==> src/rtl/rstseq_pkg.sv <==
// Shared definitions for the reset sequencer.
//   state_e      : sequencer states
//   LOSS_CNT_W   : width of the lock-loss event counter
//   MAX_CHANNELS : largest number of reset domains the sequencer supports
package rstseq_pkg;

  typedef enum logic [1:0] {
    WAIT_LOCK = 2'd0,
    DELAY     = 2'd1,
    RELEASE   = 2'd2,
    RUN       = 2'd3
  } state_e;

  localparam int LOSS_CNT_W   = 8;
  localparam int MAX_CHANNELS = 8;

endpackage

==> src/rtl/reset_sequencer_sync2.sv <==
// Two-flop synchroniser for a single asynchronous level signal.
//   clk_i  : destination clock
//   rst_ni : asynchronous active-low reset, both flops clear to 0
//   d_i    : asynchronous input
//   q_o    : synchronised output (two-cycle latency)
module sync2 (
  input  logic clk_i,
  input  logic rst_ni,
  input  logic d_i,
  output logic q_o
);

  logic meta_q;
  logic sync_q;

  always_ff @(posedge clk_i or negedge rst_ni) begin
    if (!rst_ni) begin
      meta_q <= 1'b0;
      sync_q <= 1'b0;
    end else begin
      meta_q <= d_i;
      sync_q <= meta_q;
    end
  end

  assign q_o = sync_q;

endmodule

==> src/rtl/reset_sequencer.sv <==
// Reset sequencer between the PLL and the SoC cores. Filters PLL lock, waits
// RELEASE_DELAY cycles, then releases CHANNELS reset domains in order, STAGGER
// cycles apart. Lock loss or a software request re-runs the sequence.
//   clk_core        : core clock (PLL output)
//   reset_n         : asynchronous active-low reset
//   pll_locked      : raw PLL lock, asynchronous to clk_core
//   sw_reset_req    : synchronous level request to re-run the sequence
//   rst_n_out       : per-domain active-low resets, bit 0 released first
//   pll_stable      : lock has passed the filter
//   seq_done        : every domain is released
//   lock_loss_count : saturating count of lock-loss events
// Build option: define RSTSEQ_LOSS_COUNT_EN to compile in the lock-loss
// counter; otherwise lock_loss_count reads constant zero.
module reset_sequencer
  import rstseq_pkg::*;
#(
  parameter int LOCK_FILTER   = 4,
  parameter int RELEASE_DELAY = 128,
  parameter int CHANNELS      = 2,
  parameter int STAGGER       = 16
) (
  input  logic                  clk_core,
  input  logic                  reset_n,
  input  logic                  pll_locked,
  input  logic                  sw_reset_req,
  output logic [CHANNELS-1:0]   rst_n_out,
  output logic                  pll_stable,
  output logic                  seq_done,
  output logic [LOSS_CNT_W-1:0] lock_loss_count
);

  localparam int DLY_W = $clog2(RELEASE_DELAY + 1);
  localparam int STG_W = $clog2(STAGGER + 1);
  localparam int IDX_W = $clog2(CHANNELS + 1);

  localparam logic [DLY_W-1:0] DLY_LAST = DLY_W'(RELEASE_DELAY - 1);
  localparam logic [STG_W-1:0] STG_LAST = STG_W'(STAGGER - 1);
  localparam logic [IDX_W-1:0] IDX_LAST = IDX_W'(CHANNELS - 1);

  if (LOCK_FILTER < 1) begin : g_chk_filter
    $error("LOCK_FILTER must be at least 1");
  end
  if (RELEASE_DELAY < 1) begin : g_chk_delay
    $error("RELEASE_DELAY must be at least 1");
  end
  if (CHANNELS < 1 || CHANNELS > MAX_CHANNELS) begin : g_chk_channels
    $error("CHANNELS must be in 1..8");
  end
  if (STAGGER < 1) begin : g_chk_stagger
    $error("STAGGER must be at least 1");
  end

  logic lock_s;

  sync2 u_lock_sync (
    .clk_i  (clk_core),
    .rst_ni (reset_n),
    .d_i    (pll_locked),
    .q_o    (lock_s)
  );

  state_e                 state_q,     state_d;
  logic [LOCK_FILTER-1:0] filter_q,    filter_d;
  logic [DLY_W-1:0]       dly_cnt_q,   dly_cnt_d;
  logic [STG_W-1:0]       stg_cnt_q,   stg_cnt_d;
  logic [IDX_W-1:0]       idx_q,       idx_d;
  logic [CHANNELS-1:0]    rst_n_out_q, rst_n_out_d;
  logic                   pll_stable_q, pll_stable_d;
  logic                   seq_done_q,  seq_done_d;
`ifdef RSTSEQ_LOSS_COUNT_EN
  logic [LOSS_CNT_W-1:0]  loss_cnt_q,  loss_cnt_d;
`endif

  // Lock loss outranks the software request; neither applies in WAIT_LOCK.
  logic lock_abort;
  logic sw_abort;
  logic filter_full;

  assign lock_abort  = (state_q != WAIT_LOCK) && !lock_s;
  assign sw_abort    = (state_q != WAIT_LOCK) && lock_s && sw_reset_req;
  assign filter_full = &filter_q;

  // State register.
  always_ff @(posedge clk_core or negedge reset_n) begin
    if (!reset_n) begin
      state_q <= WAIT_LOCK;
    end else begin
      state_q <= state_d;
    end
  end

  // Next-state logic.
  always_comb begin
    state_d = state_q;
    if (lock_abort) begin
      state_d = WAIT_LOCK;
    end else if (sw_abort) begin
      state_d = DELAY;
    end else begin
      case (state_q)
        WAIT_LOCK: if (filter_full) state_d = DELAY;
        DELAY:     if (dly_cnt_q == DLY_LAST) state_d = (CHANNELS == 1) ? RUN : RELEASE;
        RELEASE:   if (stg_cnt_q == STG_LAST && idx_q == IDX_LAST) state_d = RUN;
        RUN:       state_d = RUN;
        default:   state_d = WAIT_LOCK;
      endcase
    end
  end

  // Output and counter next values.
  always_comb begin
    filter_d     = (filter_q << 1) | LOCK_FILTER'(lock_s);
    dly_cnt_d    = dly_cnt_q;
    stg_cnt_d    = stg_cnt_q;
    idx_d        = idx_q;
    rst_n_out_d  = rst_n_out_q;
    pll_stable_d = pll_stable_q;
    seq_done_d   = seq_done_q;
`ifdef RSTSEQ_LOSS_COUNT_EN
    loss_cnt_d   = loss_cnt_q;
`endif
    if (lock_abort) begin
      filter_d     = '0;
      dly_cnt_d    = '0;
      stg_cnt_d    = '0;
      idx_d        = '0;
      rst_n_out_d  = '0;
      pll_stable_d = 1'b0;
      seq_done_d   = 1'b0;
`ifdef RSTSEQ_LOSS_COUNT_EN
      if (pll_stable_q && !(&loss_cnt_q)) loss_cnt_d = loss_cnt_q + LOSS_CNT_W'(1);
`endif
    end else if (sw_abort) begin
      // Held requests keep re-entering DELAY with the counter at zero.
      dly_cnt_d   = '0;
      stg_cnt_d   = '0;
      idx_d       = '0;
      rst_n_out_d = '0;
      seq_done_d  = 1'b0;
    end else begin
      case (state_q)
        WAIT_LOCK: begin
          if (filter_full) begin
            pll_stable_d = 1'b1;
            dly_cnt_d    = '0;
          end
        end
        DELAY: begin
          if (dly_cnt_q == DLY_LAST) begin
            rst_n_out_d[0] = 1'b1;
            if (CHANNELS == 1) begin
              seq_done_d = 1'b1;
            end else begin
              idx_d     = IDX_W'(1);
              stg_cnt_d = '0;
            end
          end else begin
            dly_cnt_d = dly_cnt_q + DLY_W'(1);
          end
        end
        RELEASE: begin
          if (stg_cnt_q == STG_LAST) begin
            for (int k = 0; k < CHANNELS; k++) begin
              if (idx_q == IDX_W'(k)) rst_n_out_d[k] = 1'b1;
            end
            stg_cnt_d = '0;
            if (idx_q == IDX_LAST) begin
              seq_done_d = 1'b1;
            end else begin
              idx_d = idx_q + IDX_W'(1);
            end
          end else begin
            stg_cnt_d = stg_cnt_q + STG_W'(1);
          end
        end
        default: ;
      endcase
    end
  end

  always_ff @(posedge clk_core or negedge reset_n) begin
    if (!reset_n) begin
      filter_q     <= '0;
      dly_cnt_q    <= '0;
      stg_cnt_q    <= '0;
      idx_q        <= '0;
      rst_n_out_q  <= '0;
      pll_stable_q <= 1'b0;
      seq_done_q   <= 1'b0;
`ifdef RSTSEQ_LOSS_COUNT_EN
      loss_cnt_q   <= '0;
`endif
    end else begin
      filter_q     <= filter_d;
      dly_cnt_q    <= dly_cnt_d;
      stg_cnt_q    <= stg_cnt_d;
      idx_q        <= idx_d;
      rst_n_out_q  <= rst_n_out_d;
      pll_stable_q <= pll_stable_d;
      seq_done_q   <= seq_done_d;
`ifdef RSTSEQ_LOSS_COUNT_EN
      loss_cnt_q   <= loss_cnt_d;
`endif
    end
  end

  assign rst_n_out  = rst_n_out_q;
  assign pll_stable = pll_stable_q;
  assign seq_done   = seq_done_q;
`ifdef RSTSEQ_LOSS_COUNT_EN
  assign lock_loss_count = loss_cnt_q;
`else
  assign lock_loss_count = '0;
`endif

endmodule

==> config.mk <==
export PLATFORM = sky130hd
export DESIGN_NAME = reset_sequencer
export DESIGN_NICKNAME = d
export VERILOG_FILES = /design/src/rtl/rstseq_pkg.sv /design/src/rtl/reset_sequencer_sync2.sv /design/src/rtl/reset_sequencer.sv
export SDC_FILE = /design/constraint.sdc
export NUM_CORES = 1
export LEC_CHECK = 0
export ABC_AREA = 1
export CAP_MARGIN = 20
export CORE_ASPECT_RATIO = 1.5
export CORE_MARGIN = 3
export CORE_UTILIZATION = 30
export DETAILED_ROUTE_END_ITERATION = 16
export HOLD_SLACK_MARGIN = 0.06
export PLACE_DENSITY = 0.52
export SLEW_MARGIN = 20
export SYNTH_ARGS = -nofsm -noshare
export SYNTH_HDL_FRONTEND = slang
export SYNTH_HIERARCHICAL = 1
export SYNTH_SLANG_ARGS = --single-unit
==> constraint.sdc <==
create_clock -name clk_core -period 3.1 [get_ports clk_core]
set_clock_uncertainty 0.05 [all_clocks]
set_input_delay 0.62 -clock clk_core [delete_from_list [all_inputs] [get_ports clk_core]]
set_output_delay 0.62 -clock clk_core [all_outputs]
set_load 0.03 [all_outputs]
Yosys cells after proc, flatten, opt, wreduce, memory -nomap -nowiden
Index checks and enable logic that the tools add are counted. Widths: inputs -> output; s select.

Register bits after elaboration: 27. Output and inout bits: 12. Logic and storage cells: 91.

Add/subtract/negate cells: 3. Equal/unequal tests: 14. Muxes and demuxes: 39. Bitwise gates (word level): 1. Reduce and logical (&&, ||, !) cells: 23.

Operators with widths (count): $mux 8 (4); $ne 4x4->1 const B (7); $mux 2 (13); $mux 5 (4); $pmux 8 s2 (1); $mux 1 (12); $reduce_and 3->1 (4); $reduce_and 4->1 (3); $pmux 5 s2 (1); $reduce_bool 3->1 (3); $add 8x1->8 const B (1); $eq 8x7->1 const B (1); $pmux 2 s4 (1); $reduce_bool 4->1 (2); $reduce_bool 2->1 (3); $add 5x1->5 const B (1); $eq 5x4->1 const B (1); $eq 2x1->1 const B (2); $eq 2x2->1 const B (2); $logic_and 1x1->1 (4); $logic_not 2->1 (2); $mux 4 (1); $or 4x1->4 (1); $pmux 2 s2 (1); 5 further kinds (5).

Longest topological paths before layout
Gate-level depths: netlist (run 1).

Word-level depth: 6. Depth in mapped cells: 10.

By module
The synthesis (run 1) kept the hierarchy.

Modules (own cells, without submodules): reset_sequencer (times used 1, cells an instance 197, area an instance 1530.2 µm²); sync2 (times used 1, cells an instance 2, area an instance 50.0 µm²).

Least setup slack after synthesis (run 1)
OpenSTA, ideal clock, no wires.

Path type: reg2reg. Start: reg state_q[0]. End: reg stg_cnt_q[4]. Library setup time: 0.117 ns. Arrival time: 1.381 ns. Required time: 2.933 ns. Path slack: 1.552 ns. Cell stages (with the launch flop): 9. Buffers on the path: 1. Period minus slack after synthesis: 1.548 ns. Cell sequence: dfrtp_1 inv_1 ha_1 a21oi_2 or2_1 buf_2 nand2_4 o21ai_1 inv_1.

Word-level cells in the longest chain between the ends: 5. Elaborated cells on any way between the ends: 12.

Ends and longest elaborated chain: start, declared (RTL line reset_sequencer.sv:62) `state_e state_q, state_d;`; start signal, assigned (RTL line reset_sequencer.sv:88) `state_q <= state_d;`; $reduce_bool 2->1 (RTL line reset_sequencer.sv:79, reset_sequencer.sv:80); $logic_and 1x1->1 (2 in a row) (RTL line reset_sequencer.sv:80) `assign sw_abort = (state_q != WAIT_LOCK) && lock_s && sw_reset_req;`; $ne 4x4->1 (no source line), or another cell as far along; $reduce_and 2->1 (no source line) / $mux 5 (equally long branches); end signal, assigned (RTL line reset_sequencer.sv:196) `stg_cnt_q <= stg_cnt_d;`; end, declared (RTL line reset_sequencer.sv:65) `logic [STG_W-1:0] stg_cnt_q, stg_cnt_d;`.

Parallel ways exist; a longest one is shown, timed or not. A chain may end at the register's enable or synchronous reset.

Final worst setup path (run 1)
Start: reg seq_done_q, in the netlist seq_done. End: out seq_done.

RTL lines: start, declared (RTL line reset_sequencer.sv:69) `logic seq_done_q, seq_done_d;`; start signal, assigned (RTL line reset_sequencer.sv:200) `seq_done_q <= seq_done_d;`; end, declared (RTL line reset_sequencer.sv:28) `output logic seq_done,`.

No word-level cell between the ends.

==> run summary, run 1 <==
vias in the first global route = 1169
yosys warns = 6
placed inst area = 1680 sq um
Routability Congestion = 0.742
part of the cycle the worst path needs = 64.7%
Row Count = 31
setup violators final = 0
gr busiest metal = met2
Post-Synth Simple-Gate Area = 31.6%
antenna-violating nets left = 0
Max clock buf depth = 2
grt ovf = 0
GR Layer Usage met3 = 1.43%
worst path cell trace = clkdlybuf4s50_1
post-synthesis mux area share = 0%
# diodes = 0
synthesized cell area = 1580 sq um
Die H = 94.9 um
Final Max Tran Viols = 0
Residual DRC = 0
switching pwr = 0.000578 W
post-DP HPWL = 2270 um
HP Class = reg2reg
max_cap viols = 0
largest family of logic cells by synthesized area = simple AND/OR/NAND/NOR gates
Finished Cell Area = 1750 sq um
Relative slew margins = 62.6%
Area growth syn-to-layout = 11.0%
Worst EP required = 2430 ps
Worst Tran Pin Value = 559 ps
WP data arrival = 1340 ps
sequential share of power = 33.2%
XOR/XNOR share of the synthesized area = 1.11%
vias = 1196
Mapped Avg Cell Area = 7.94 sq um
DR iter-0 viols = 21
Skew-Pair Late Insertion Delay = 280 ps
CTS tree = yes
IO buf count = 7
largest net degree at the start of global routing = 27
#FFs+latches synth = 26
clock power share = 21.2%
CP bufs+invs = 1
Die Wd = 65.3 um
commonest register cell after synthesis = dfrtp_1
# H-tree levels = 1
placed insts = 268
post_cts resized = 0
wire length per cell = 10.9 um
post-synthesis sequential area ratio = 41.2%
die area = 6190 sq um
setup_tns = 0 ps
drt via density = 4.40
Finished Layout Cells = 272
# IOs = 16
post-route minimum period = 2010 ps
Detailed Route WL = 2970 um
starting density of the core = 31.8%
Fin. Hold Viols = 0
Leak Pwr = 0.834 nW
Startpoint Class = register
initial antenna violation count = 0
Nets = 219
clk sink count = 26
Adder-Cell Fraction of Synth Area = 6.33%
Pint = 0.000767 W
critical path class = reg2out
Initial DRT Pass Iterations = 4
Fill cells = 550
slowest CP cell = clkdlybuf4s50_1
EDFF count, synth = 0
CP max FO = 3
Fmax = 498 MHz
share of layout cells above drive strength 1 = 15.5%
crit path capture type = output port
Logic pwr share = 45.6%
Core Area = 4960 sq um
clk slew on worst S/H paths = 100 ps
hold_buf cts = 0
library cells used by synthesis = 29
Worst path max stage delay = 680 ps
Post-CTS Setup Repair Bufs = 0
met2 Track Usage GR = 19.5%
cells after synthesis = 199
TritonCTS buffer count = 3
complex-gate fraction of the synthesized area = 7.68%
final core utilization = 35.3%
Placement Setup Slack = 971 ps
Final WS setup = 1090 ps
PwrDens = 767 nW/um^2
total track usage = 11.0%
Root Buffer = clkbuf_8
async set-or-reset flop fraction in the synthesized netlist = 100%
Worst VDD drop = 0.268 mV
CP top delay family = buffers and inverters
status = completed
first-pass GRT wire length = 5220 um
met1 global-route usage = 13.1%
RSZ-0062 raised after global routing = false
Switching Fraction = 43.0%
## layer usage
| metal | vias to the layer above | share of wire (%) |
|---|---|---|
| li1 | 630 | - |
| met1 | 549 | 45 |
| met2 | 12 | 52 |
| met3 | 5 | 1.8 |
| met4 | 0 | 1.9 |
| met5 | - | 0 |
## placed cells by master, fill, tap and decap left out
cell type        Yosys  routed
a21oi_1              4       4
a21oi_2              1       1
buf_4               10       1
bufinv_16            0       1
clkbuf_8             0       3
clkdlybuf4s50_1      0       7
conb_1               1       8
dfrtp_1             26      26
ha_1                 8       8
inv_1               21      21
inv_2                5       5
inv_4                1       1
nand2_1             40      40
nand2_2              5       5
nand2_4              3       3
nand3_1             15      15
nand3_2              2       2
nand4_1              6       6
nor2_1              18      18
nor2_2               3       3
nor2_4               1       1
nor3_1               5       5
nor3_2               1       1
o21ai_0              2       2
o21ai_1             10      10
o21ai_2              3       3
o22ai_1              1       1
or2_1                1       1
or2_2                2       2
xor2_1               2       2
## stage by stage
step	hold slack, ps	total power, W
floorplan	274	0.000948
global placement	302	0.00107
detailed placement	304	0.00107
CTS	328	0.00137
global route	332	0.00146
finish	325	0.00134
## area by class of cell
| cell class | instances | area, sq um | share of cell area (%) |
|---|---|---|---|
| multi-input combinational | 141 | 768 | 43.8 |
| sequential | 26 | 651 | 37.1 |
| inverter | 27 | 104 | 5.92 |
| tap | 66 | 82.6 | 4.71 |
| timing repair buffer | 8 | 77.6 | 4.42 |
| clock buffer | 3 | 41.3 | 2.35 |
| clock inverter | 1 | 30.0 | 1.71 |
## cells by family after synthesis
| logic type | after synthesis |
|---|---|
| AOI/OAI and AO/OA | 21 |
| xor gates and xnor gates | 2 |
| adders and majority gates | 8 |
| buffers and inverters | 39 |
| DFF | 26 |
| other | 1 |
| and+or+nand+nor | 102 |
## Yosys cell counts (4+ instances only)
cell,instances,area [sq um]
a21oi_1,4,20.0
buf_4,10,75.1
dfrtp_1,26,651
ha_1,8,100
inv_1,21,78.8
inv_2,5,18.8
nand2_1,40,150
nand2_2,5,31.3
nand3_1,15,75.1
nand4_1,6,37.5
nor2_1,18,67.6
nor3_1,5,25.0
o21ai_1,10,50.1
## power by group through the flow
stage,Clock (W),Sequential (W),Combinational (W)
2_1_floorplan,0,0.000458,0.000490
3_3_place_gp,0,0.000452,0.000616
3_5_place_dp,0,0.000453,0.000621
4_1_cts,0.000300,0.000446,0.000622
5_1_grt,0.000307,0.000456,0.000702
6_report,0.000285,0.000447,0.000613
## registers in the layout, summed over array words and instances (netlist names)
register and cells:
rst_n_out 1, stg_cnt_q 5, state_q 2, idx_q 2, u_lock_sync/q_o 1, filter_q 4
u_lock_sync/meta_q 1, dly_cnt_q 8, seq_done 1, pll_stable 1
## worst paths after layout
kind / start / end / slack, ps / depth (start not counted)
setup / recovery: seq_done$_DFFE_PN0P_ / seq_done / 1090 / 1
max in group asynchronous: reset_n / idx_q[1]$_DFFE_PN0P_ / 2080 / 2
min in group asynchronous: reset_n / dly_cnt_q[0]$_DFFE_PN0P_ / 650 / 2
hold reg to reg: u_lock_sync/meta_q$_DFF_PN0_ / u_lock_sync/q_o$_DFF_PN0_ / 330 / 0
hold / removal: u_lock_sync/meta_q$_DFF_PN0_ / u_lock_sync/q_o$_DFF_PN0_ / 330 / 0
setup reg to reg: state_q[1]$_DFFE_PN0P_ / dly_cnt_q[3]$_DFFE_PN0P_ / 1330 / 10
No activity file was read; power rests on OpenSTA's default activity.
==> run 2: changes to the inputs <==
==> constraint.sdc (replaced) <==
create_clock -name clk_core -period 1.9 [get_ports clk_core]
set_clock_uncertainty 0.05 [all_clocks]
set_input_delay 0.38 -clock clk_core [delete_from_list [all_inputs] [get_ports clk_core]]
set_output_delay 0.38 -clock clk_core [all_outputs]
set_load 0.03 [all_outputs]
==> run 2 against run 1 <==
  * Via count up 2.7%
  * Clock power increased by 7.4%
  * Design area up 2.6%
  * Core utilization up 0.91 points
  * Flip-flop and latch count unchanged
  * Worst hold slack lost 3.5 ps
  * Critical endpoint is now rst_n_out[1]
  * Die area unchanged
  * Critical path depth unchanged
  * Largest cell class unchanged
==> run summary, run 2 (synthesis results as in run 1) <==
slowest CP cell = clkdlybuf4s50_1
Detailed Route WL = 3000 um (+0.94%)
Pint = 0.00121 W (+58%)
Switching Fraction = 43.8% (+0.83 points)
die area = 6190 sq um (unchanged)
sequential share of power = 33.8% (+0.6 points)
most frequent cells in the layout = nand2_1 (40), dfrtp_1 (26), inv_1 (21)
placed inst area = 1760 sq um (+4.5%)
Nets = 229 (+4.6%)
setup_tns = 0 ps (unchanged)
initial antenna violation count = 0 (unchanged)
Skew-Pair Late Insertion Delay = 260 ps (-20 ps)
Finished Cell Area = 1800 sq um (+2.6%)
Most flops, register = dly_cnt_q
CP max FO = 3 (unchanged)
drt via density = 4.37 (-0.61%)
Finished Layout Cells = 281 (+3.3%)
hold_buf cts = 0 (unchanged)
vias = 1228 (+2.7%)
Final Max Tran Viols = 0 (unchanged)
wire length per cell = 10.7 um (-2.3%)
Fin. Hold Viols = 0 (unchanged)
antenna-violating nets left = 0 (unchanged)
post_cts resized = 0 (unchanged)
share of layout cells above drive strength 1 = 19.1% (+3.5 points)
# H-tree levels = 1 (unchanged)
Worst VDD drop = 0.439 mV (+64%)
post-DP HPWL = 2390 um (+5.0%)
status = completed
HP Class = reg2reg
clock power share = 14.2% (-7.0 points)
Logic pwr share = 52.0% (+6.4 points)
# diodes = 0 (unchanged)
PwrDens = 1200 nW/um^2 (+56%)
Root Buffer = clkbuf_8
Max clock buf depth = 2 (unchanged)
Residual DRC = 0 (unchanged)
RSZ-0062 raised after global routing = false
grt ovf = 0 (unchanged)
vias in the first global route = 1197 (+2.4%)
placed insts = 278 (+3.7%)
Leak Pwr = 0.869 nW (+4.1%)
WP data arrival = 1340 ps (about the same)
setup violators final = 0 (unchanged)
critical path class = reg2out
Worst EP required = 1470 ps (-960 ps)
Startpoint Class = register
TritonCTS buffer count = 3 (unchanged)
total track usage = 10.8% (-0.22 points)
starting density of the core = 31.8% (unchanged)
clk slew on worst S/H paths = 90 ps (about the same)
Initial DRT Pass Iterations = 4 (unchanged)
# IOs = 16 (unchanged)
Row Count = 31 (unchanged)
switching pwr = 0.000945 W (+64%)
Area growth syn-to-layout = 13.9%
worst path cell trace = clkdlybuf4s50_1
clk sink count = 26 (unchanged)
post-route minimum period = 1770 ps
DR iter-0 viols = 13 (-38%)
Die Wd = 65.3 um (unchanged)
max_cap viols = 0 (unchanged)
Routability Congestion = 0.733 (-1.1%)
Largest regs = dly_cnt_q: 8 flops, stg_cnt_q: 5 flops, filter_q: 4 flops
crit path capture type = output port
first-pass GRT wire length = 5200 um (-0.40%)
max reg flops = 8 (unchanged)
CP bufs+invs = 1 (unchanged)
largest net degree at the start of global routing = 27 (unchanged)
IO buf count = 7 (unchanged)
CTS tree = yes
Worst path max stage delay = 690 ps (about the same)
Die H = 94.9 um (unchanged)
Post-CTS Setup Repair Bufs = 0 (unchanged)
Fmax = 563 MHz
part of the cycle the worst path needs = 93.4%
Fill cells = 549 (-0.18%)
most common cell after layout, fill and taps aside = nand2_1
CP top delay family = buffers and inverters
Core Area = 4960 sq um (unchanged)
==> run 2: cell types whose count changed in the layout (fill, tap and decap cells not counted) <==
cell       delta
bufinv_16     -1
buf_4        +10
==> run 2: worst paths after layout <==
kind / startpoint / to / slack, ps / cells past startpoint
setup reg to reg: state_q[1]$_DFFE_PN0P_ / dly_cnt_q[3]$_DFFE_PN0P_ / 220 / 10
setup / recovery: seq_done$_DFFE_PN0P_ / rst_n_out[1] / 130 / 1
min in group asynchronous: reset_n / stg_cnt_q[0]$_DFFE_PN0P_ / 420 / 2
hold / removal: u_lock_sync/meta_q$_DFF_PN0_ / u_lock_sync/q_o$_DFF_PN0_ / 320 / 0
max in group asynchronous: reset_n / state_q[1]$_DFFE_PN0P_ / 1110 / 2
hold reg to reg: u_lock_sync/meta_q$_DFF_PN0_ / u_lock_sync/q_o$_DFF_PN0_ / 320 / 0
==> run 2: power by group through the flow <==
stage	clock, W	sequential (W)	combinational, W
floorplan	0	0.000747	0.000800
global placement	0	0.000738	0.00113
detailed placement	0	0.000742	0.00114
CTS	0.000328	0.000730	0.00114
global route	0.000350	0.000747	0.00127
finish	0.000306	0.000730	0.00112
==> run 2: metrics by stage <==
step	util, %	hold WS, ps	power, W	setup WS [ps]
floorplan	-	34.4	0.00155	352
global placement	35.4	300	0.00187	48.9
detailed placement	35.4	300	0.00188	72.3
CTS	36.2	323	0.00220	110
global route	36.2	327	0.00236	68.7
finish	36.2	322	0.00216	125
==> run 2: final cells by class <==
cell class | instances | area [sq um] | share of cell area [%]
flip-flops and latches | 26 | 651 | 36.2
clock buffers | 3 | 41.3 | 2.29
inverters | 27 | 104 | 5.77
multi-input cells | 141 | 768 | 42.7
repair buffers | 18 | 153 | 8.48
well taps | 66 | 82.6 | 4.59
==> run 2: worst register-to-register path, delay by kind of cell, from the launching register on <==
kind            cells  cell delay (ps)
simple gates        5              570
flops               1              410
buf+inv             3              280
fa+ha+maj           1              260
compound gates      1               50
==> run 2: metal layers <==
layer  GRT usage, %  share of wire (%)  vias to the layer above
met5              0                  0                        -
met4           3.63               0.77                        0
met3           1.43                1.6                        2
met2           19.9                 52                        9
met1           12.5                 45                      572
li1               -                  -                      645
